--- src/rtl/smg_scan_driver.sv ---
// Multiplexed 7-segment scan driver: one digit per slot on a shared active-low segment bus.
// Latency: outputs registered, one clock behind the slot/digit counters; input snapshot taken once per frame.
// No backpressure; en=0 darks the display and freezes all counters. Optional LZ_BLANK_EN adds leading-zero blanking.
module smg_scan_driver #(
  parameter int DIGITS    = 6,
  parameter int SCAN_DIV  = 33,
  parameter int BLINK_DIV = 16384
) (
  input  logic                  clk,
  input  logic                  rst_n,
  input  logic                  en,
  input  logic [4*DIGITS-1:0]   Number_Data,
  input  logic [DIGITS/2-1:0]   Blink,
  input  logic [DIGITS-1:0]     Dp_Mask,
  output logic [7:0]            Row_Scan_Sig,
  output logic [DIGITS-1:0]     Column_Scan_Sig
);

  localparam int PW = $clog2(SCAN_DIV);
  localparam int IW = $clog2(DIGITS);
  localparam int BW = $clog2(BLINK_DIV);
  localparam logic [PW-1:0] P_LAST = PW'(SCAN_DIV - 1);
  localparam logic [IW-1:0] I_LAST = IW'(DIGITS - 1);
  localparam logic [BW-1:0] B_LAST = BW'(BLINK_DIV - 1);

  logic [PW-1:0]         p;
  logic [IW-1:0]         idx;
  logic [BW-1:0]         bc;
  logic                  blink_ph;
  logic [4*DIGITS-1:0]   sh_num;
  logic [DIGITS/2-1:0]   sh_blink;
  logic [DIGITS-1:0]     sh_dp;

  logic [3:0]            cur_val;
  logic                  cur_dp;
  logic                  cur_blink;
  logic [7:0]            cur_glyph;
  logic [7:0]            row_next;
  logic [DIGITS-1:0]     col_next;

  // Active-low segment pattern for a BCD digit, dp off; non-decimal codes are dark.
  function automatic logic [7:0] glyph(input logic [3:0] v);
    case (v)
      4'd0:    glyph = 8'hC0;
      4'd1:    glyph = 8'hF9;
      4'd2:    glyph = 8'hA4;
      4'd3:    glyph = 8'hB0;
      4'd4:    glyph = 8'h99;
      4'd5:    glyph = 8'h92;
      4'd6:    glyph = 8'h82;
      4'd7:    glyph = 8'hF8;
      4'd8:    glyph = 8'h80;
      4'd9:    glyph = 8'h90;
      default: glyph = 8'hFF;
    endcase
  endfunction

`ifdef LZ_BLANK_EN
  logic [DIGITS-1:0] lz_mask;
  logic              lz_run;
  logic              cur_lz;

  // Mark digits from the top down that are zero up to the first nonzero; digit 0 always shown.
  always_comb begin
    lz_mask = '0;
    lz_run  = 1'b1;
    for (int i = DIGITS - 1; i >= 1; i--) begin
      lz_run     = lz_run && (sh_num[4*i +: 4] == 4'd0);
      lz_mask[i] = lz_run;
    end
  end
`endif

  // Pick the snapshot fields of the digit currently being scanned and build the select pattern.
  always_comb begin
    cur_val   = 4'd0;
    cur_dp    = 1'b0;
    cur_blink = 1'b0;
    col_next  = '1;
`ifdef LZ_BLANK_EN
    cur_lz    = 1'b0;
`endif
    for (int i = 0; i < DIGITS; i++) begin
      if (idx == IW'(i)) begin
        cur_val     = sh_num[4*i +: 4];
        cur_dp      = sh_dp[i];
        cur_blink   = sh_blink[i/2];
        col_next[i] = 1'b0;
`ifdef LZ_BLANK_EN
        cur_lz      = lz_mask[i];
`endif
      end
    end
  end

  // Segment pattern: blank on the first clock of each slot (ghost guard) and during the blink-off phase.
  always_comb begin
    cur_glyph = glyph(cur_val);
    row_next  = 8'hFF;
    if ((p != '0) && !(blink_ph && cur_blink)) begin
      row_next = {~cur_dp, cur_glyph[6:0]};
`ifdef LZ_BLANK_EN
      if (cur_lz) row_next[6:0] = 7'h7F;
`endif
    end
  end

  // Slot/digit/blink counters, frame snapshot and registered outputs; everything holds while en=0.
  always_ff @(posedge clk or negedge rst_n) begin
    if (!rst_n) begin
      p               <= '0;
      idx             <= '0;
      bc              <= '0;
      blink_ph        <= 1'b0;
      sh_num          <= '0;
      sh_blink        <= '0;
      sh_dp           <= '0;
      Row_Scan_Sig    <= 8'hFF;
      Column_Scan_Sig <= '1;
    end else if (en) begin
      if (p == P_LAST) begin
        p   <= '0;
        idx <= (idx == I_LAST) ? '0 : idx + 1'b1;
      end else begin
        p <= p + 1'b1;
      end
      if (bc == B_LAST) begin
        bc       <= '0;
        blink_ph <= ~blink_ph;
      end else begin
        bc <= bc + 1'b1;
      end
      if ((p == '0) && (idx == '0)) begin
        sh_num   <= Number_Data;
        sh_blink <= Blink;
        sh_dp    <= Dp_Mask;
      end
      Row_Scan_Sig    <= row_next;
      Column_Scan_Sig <= col_next;
    end else begin
      Row_Scan_Sig    <= 8'hFF;
      Column_Scan_Sig <= '1;
    end
  end

endmodule

--- config.mk ---
export PLATFORM = sky130hd
export DESIGN_NAME = smg_scan_driver
export DESIGN_NICKNAME = d
export VERILOG_FILES = /design/src/rtl/smg_scan_driver.sv
export SDC_FILE = /design/constraint.sdc
export NUM_CORES = 1
export LEC_CHECK = 0
export ABC_AREA = 0
export BUFFER_PORTS_ARGS = -buffer_cell sky130_fd_sc_hd__buf_2
export CAP_MARGIN = 0
export CORE_MARGIN = 3
export CORE_UTILIZATION = 50
export DETAILED_ROUTE_END_ITERATION = 8
export HOLD_SLACK_MARGIN = 0.08
export PLACE_DENSITY = 0.74
export SETUP_SLACK_MARGIN = 0.3
export SKIP_CTS_REPAIR_TIMING = 1
export SYNTH_ARGS = -nofsm -noshare
export SYNTH_HDL_FRONTEND = slang
export SYNTH_SLANG_ARGS = --single-unit
--- constraint.sdc ---
create_clock -name clk -period 2.15 [get_ports clk]
set_input_delay 0.43 -clock clk [delete_from_list [all_inputs] [get_ports clk]]
set_output_delay 0.43 -clock clk [all_outputs]
set_load 0.03 [all_outputs]
# Word level (Yosys, flattened, before mapping)
# Memories as Yosys holds them, arrays and structs flattened.
# Cells that the tools add are included.
# totals
mem_count	1
ff_bits	71
out_inout_bits	14
inputBits	36
mem_bits_ro	112
# op_classes
n_eq_ne	7
n_bitwise	2
reduce_logical	10
addsub	3
mux	30
# memory_table
memory	words	width	rd	rd_clocked_by_memory_dff	write_ports	line	source
(name not given)	16	7	1	0	0	43	case (v)
# ops
cell	n
$mux W4	6
$mux W1	18
$mux W8	2
$add A14 B1 Y14 const B	1
$eq A14 B14 Y1 const B	1
$mux W14	1
$mux W6	2
$add A6 B1 Y6 const B	1
$eq A3 B2 Y1 const B	2
$eq A3 B3 Y1 const B	2
$eq A6 B6 Y1 const B	1
$logic_not A6 Y1	1
$reduce_and A2 Y1	3
$reduce_bool A6 Y1	1
$add A3 B1 Y3 const B	1
$eq A3 B1 Y1 const B	1
$logic_and A1 B1 Y1	3
$logic_not A3 Y1	1
$mux W3	1
$not A1 Y1	2
$logic_not A1 Y1	1

# Depth between registers and ports, before layout
# depth
ltp_word	12
ltp_mapped	12
mapped_depth_nobuf	9

# Worst setup path after synthesis
# No wires, ideal clock.
# synth_timing
path_type	register to register
from	register idx[0]
to	register Row_Scan_Sig[1]
t_required_ps	2045
setup_time_ps	105
arrival_ps	2280
slack_ps	-236
path_stages_with_launch	12
cell_sequence	dfrtp_1 buf_6 buf_2 and2_1 ha_1 buf_2 o31a_1 a22o_1 inv_1 ha_1 a21oi_1 o21ai_0
# synth_via
elab_chain_len	12
# synth_rtl
element	line	source
from (decl)	27	logic [IW-1:0] idx;
from (signal assigned)	123	idx <= (idx == I_LAST) ? '0 : idx + 1'b1;
parallel branches: the longest is 10 deep, another holds $mem_v2 Z16 W7	-	
$mux W8 (*)	100	if ((p != '0) && !(blink_ph && cur_blink)) begin
$mux W8 (*)	120	end else if (en) begin
to (signal assigned)	138	Row_Scan_Sig <= row_next;
to (decl)	15	output logic [7:0] Row_Scan_Sig,
# Every way passes the cells marked *.
# A chain may end at the register's enable or synchronous reset.

# Worst setup path after layout
# layout_timing
from	register idx[0]
to	register Row_Scan_Sig[6]
# The elaborated chain is that of the path after synthesis.

==> out/qor.json <==
{
  "outcome": "complete, no violations",
  "tritoncts": "done",
  "cts.sink_count": 71,
  "cp.required_ns": 2.40,
  "post_dp_hpwl_um": 4770,
  "fin_skew_ns": 0.00786,
  "finalHoldViolations": 0,
  "crit_arrival_ns": 2.25,
  "clock_latency_ns": 0.33,
  "synth_edf_count": 0,
  "r2r-start": "idx[0]",
  "finish.net_count": 393,
  "slew_violations": 0,
  "critical_path.endpoint_type": "flop",
  "globalRouteTotalUtil_pct": 18.2,
  "final_min_period_over_clock_period_pct": 92.9,
  "count_of_port_buffers_added_during_placement": 49,
  "sequential_area_share_after_synthesis_pct": 53.3,
  "num_antenna_cells": 0,
  "drt_iter0_drc": 153,
  "number_of_failing_setup_endpoints_in_the_final_timing_report": 0,
  "multi_input_comb_area_mm2": 0.00167,
  "critical_path.endpoint": "Row_Scan_Sig[6]",
  "peakVddDrop_v": 0.000771,
  "synthesis.yosys.warnings": 0,
  "final_layout_size_suffix_gt1_share_pct": 47.6,
  "netlist_instances": 278,
  "wire_per_inst_um": 17.4,
  "cts_max_path_buffers": 2,
  "floorplan.rows": 29,
  "rr_endpoint": "Row_Scan_Sig[6]",
  "remaining_drc_errors": 0,
  "synth.avg_cell_area_um2": 12.1,
  "clock_tree.root_cell": "sky130_fd_sc_hd__clkbuf_8",
  "dpl_cell_area_mm2": 0.00376,
  "die-area_mm2": 0.00775,
  "place_congestion": 0.862,
  "mappedNetlistNets": 319,
  "timing_worst_setup_path_type": "reg2reg",
  "first_global_vias": 2278,
  "layout_min_cycle_time_ns": 2.00,
  "power.density_cell_area_mw_per_mm2": 1340,
  "finalPower_uw": 5830,
  "gr-total-overflow": 0,
  "worst_pin_slew_ns": 0.561,
  "clock_tree.htree_level_count": 3,
  "routed_via_count_divided_by_cell_count": 5.50,
  "synth.cell_area_mm2": 0.00336,
  "finish.instance_area_mm2": 0.00436,
  "drtAntennaViolNets": 0,
  "grt_max_degree": 72,
  "path_clk_slew_ns": 0.08,
  "rsz0062_at_grt": "true",
  "cts-buffers-inserted": 9,
  "ff_latch_area_mm2": 0.00180,
  "initial_antenna_violation_count": 0,
  "drt_wl_total_um": 7540,
  "cp_launch_point": "idx[0]",
  "fill_cell_count": 459,
  "start_util_pct": 52.4,
  "postSynthRegisterBits": 71,
  "worst_slew_slack_as_a_fraction_of_its_limit_pct": 62.5,
  "die_h_um": 88.0,
  "yosys.cell_types.count": 52,
  "die_w_um": 88.0,
  "reg2reg_slack_ns": 0.15,
  "worst_setup_path_start_kind": "flop",
  "synth-main-ff-cell": "sky130_fd_sc_hd__dfrtp_1",
  "maxCapViolCount": 0,
  "crit_path_max_fanout": 8,
  "vias": 2386,
  "area_inside_the_core_boundary_mm2": 0.00642,
  "detailedRoute.firstPassIterationCount": 4,
  "power.leakage_uw": 0.00196,
  "r2r_cells": 9,
  "top_level_ports": 50,
  "worst_hold_path_type": "in2async",
  "clock.fmax_mhz": 501,
  "grt_first_pass_wirelength_um": 10800,
  "area_growth_pct": 29.7,
  "postSynth.asyncResetShare_pct": 100
}
worst min path at each step:
| stage | endpoint | slack [ns] | cells after the start |
|---|---|---|---|
| final | sh_num[0] | 0.11 | 2 |
| after global routing | sh_num[11] | 0.13 | 2 |
| after CTS | sh_num[0] | 0.12 | 2 |
| after global placement | blink_ph | 0.46 | 1 |
| after floorplan | bc[0] | 0.13 | 0 |
| after detailed placement | sh_num[0] | 0.49 | 2 |
report_power, final:
part,internal [µW],switching (µW),total [µW],leakage [µW]
registers,1870,361,2230,0.000850
logic,1280,1100,2380,0.00100
clock network,715,500,1210,0.000112
total,3860,1960,5830,0.00196
routing by layer:
| layer | GRT usage [%] | share of wire, % | vias up |
|---|---|---|---|
| met1 | 25.8 | 46 | 1189 |
| met3 | 3.76 | 4.0 | 8 |
| met4 | 7.42 | 1.2 | 0 |
| li1 | - | - | 1131 |
| met5 | 0 | 0 | - |
| met2 | 27.4 | 49 | 58 |
stage by stage:
stage / setup slack [ns] / cells / utilization, % / hold slack [ns] / TNS, ns
final: 0.153 / 434 / 67.9 / 0.105 / 0
after global routing: 0.0736 / 434 / 67.9 / 0.134 / 0
after CTS: 0.0673 / 422 / 62.1 / 0.120 / 0
after detailed placement: 0.0937 / 406 / 58.5 / 0.486 / 0
after global placement: 0.180 / 406 / 58.5 / 0.461 / 0
after floorplan: -0.0448 / 278 / - / 0.134 / -0.0448
layout by cell type, fill, tap and decap left out, types with 2 or more instances in the layout:
master                        n
sky130_fd_sc_hd__buf_6        4
sky130_fd_sc_hd__nand3_1     10
sky130_fd_sc_hd__buf_2       49
sky130_fd_sc_hd__ha_1         2
sky130_fd_sc_hd__nor2b_1      4
sky130_fd_sc_hd__clkinvlp_4   2
sky130_fd_sc_hd__xor2_1      10
sky130_fd_sc_hd__nor3_1       4
sky130_fd_sc_hd__o21ai_0      7
sky130_fd_sc_hd__and3_1       3
sky130_fd_sc_hd__nand2_1     17
sky130_fd_sc_hd__ha_4         3
sky130_fd_sc_hd__clkbuf_16    2
sky130_fd_sc_hd__and2_1       4
sky130_fd_sc_hd__dfstp_2     14
sky130_fd_sc_hd__bufinv_16    2
sky130_fd_sc_hd__inv_1        6
sky130_fd_sc_hd__mux2_4      32
sky130_fd_sc_hd__nand4_1      5
sky130_fd_sc_hd__a21oi_1      5
sky130_fd_sc_hd__o22ai_1      2
sky130_fd_sc_hd__inv_2        4
sky130_fd_sc_hd__nor2_2       3
sky130_fd_sc_hd__xnor2_1      6
sky130_fd_sc_hd__nand2b_1     2
sky130_fd_sc_hd__nor2_4       2
sky130_fd_sc_hd__mux2_2       3
sky130_fd_sc_hd__o211ai_1     2
sky130_fd_sc_hd__mux2i_1      8
sky130_fd_sc_hd__o21a_1       2
sky130_fd_sc_hd__a21o_1       2
sky130_fd_sc_hd__buf_12       2
sky130_fd_sc_hd__clkbuf_8    11
sky130_fd_sc_hd__dfrtp_1     56
sky130_fd_sc_hd__buf_4       18
sky130_fd_sc_hd__o21ai_1      2
sky130_fd_sc_hd__nor2_1      15
state kept, by name, indices dropped and copies added, names as in the netlist:
signal,count
sh_num,24
Row_Scan_Sig,8
blink_ph,1
p,6
bc,14
idx,3
sh_dp,6
Column_Scan_Sig,6
sh_blink,3
layout make-up:
type                            instances  area share [%]
Sequential cell                        71            41.2
Timing Repair Buffer                   76            12.2
Clock buffer                           11            3.47
Clock inverter                          5            1.84
Tap cell                               77            2.21
Multi-Input combinational cell        184            38.3
Inverter                               10           0.861
critical path, cell delays in order (launching register included):
cell and delay [ns]:
sky130_fd_sc_hd__dfrtp_2 0.44, sky130_fd_sc_hd__and2_4 0.15, sky130_fd_sc_hd__ha_4 0.19, sky130_fd_sc_hd__buf_6 0.14
sky130_fd_sc_hd__nor4b_2 0.29, sky130_fd_sc_hd__o21ai_2 0.12, sky130_fd_sc_hd__o311ai_4 0.14, sky130_fd_sc_hd__buf_4 0.18
sky130_fd_sc_hd__mux2i_1 0.17, sky130_fd_sc_hd__o211ai_1 0.09
cells in the mapped netlist, types with 2 or more instances:
| cell type | n | area share, % |
|---|---|---|
| sky130_fd_sc_hd__xnor2_1 | 6 | 1.6 |
| sky130_fd_sc_hd__nand2_1 | 17 | 1.9 |
| sky130_fd_sc_hd__nor2_1 | 18 | 2.0 |
| sky130_fd_sc_hd__nand4_1 | 5 | 0.93 |
| sky130_fd_sc_hd__and2_1 | 5 | 0.93 |
| sky130_fd_sc_hd__dfrtp_1 | 57 | 42 |
| sky130_fd_sc_hd__o21a_1 | 2 | 0.45 |
| sky130_fd_sc_hd__ha_1 | 5 | 1.9 |
| sky130_fd_sc_hd__dfstp_2 | 14 | 11 |
| sky130_fd_sc_hd__mux2_2 | 35 | 12 |
| sky130_fd_sc_hd__o211ai_1 | 2 | 0.45 |
| sky130_fd_sc_hd__nand2b_1 | 2 | 0.37 |
| sky130_fd_sc_hd__buf_2 | 5 | 0.74 |
| sky130_fd_sc_hd__inv_1 | 10 | 1.1 |
| sky130_fd_sc_hd__o22ai_1 | 2 | 0.37 |
| sky130_fd_sc_hd__o21ai_0 | 9 | 1.3 |
| sky130_fd_sc_hd__and3_1 | 3 | 0.56 |
| sky130_fd_sc_hd__nor3_1 | 5 | 0.74 |
| sky130_fd_sc_hd__nor2_2 | 2 | 0.37 |
| sky130_fd_sc_hd__nand3_1 | 10 | 1.5 |
| sky130_fd_sc_hd__nor2b_1 | 5 | 0.93 |
| sky130_fd_sc_hd__a21oi_1 | 7 | 1.0 |
| sky130_fd_sc_hd__a21o_1 | 2 | 0.45 |
| sky130_fd_sc_hd__buf_6 | 6 | 2.0 |
| sky130_fd_sc_hd__mux2i_1 | 8 | 2.4 |
| sky130_fd_sc_hd__xor2_1 | 10 | 2.6 |
logic make-up (layout without fill, tap and decap cells):
logic type	after synthesis	count (layout)	share of synthesized area, %
and+or+nand+nor	78	78	12.1
DFF	71	71	53.3
muxes	43	43	14.1
AOI/OAI and AO/OA	42	42	10.2
buffers and inverters	23	102	4.20
xor gates and xnor gates	16	16	4.17
adders and majority gates	5	5	1.86
No activity file was read; power rests on OpenSTA's default activity.
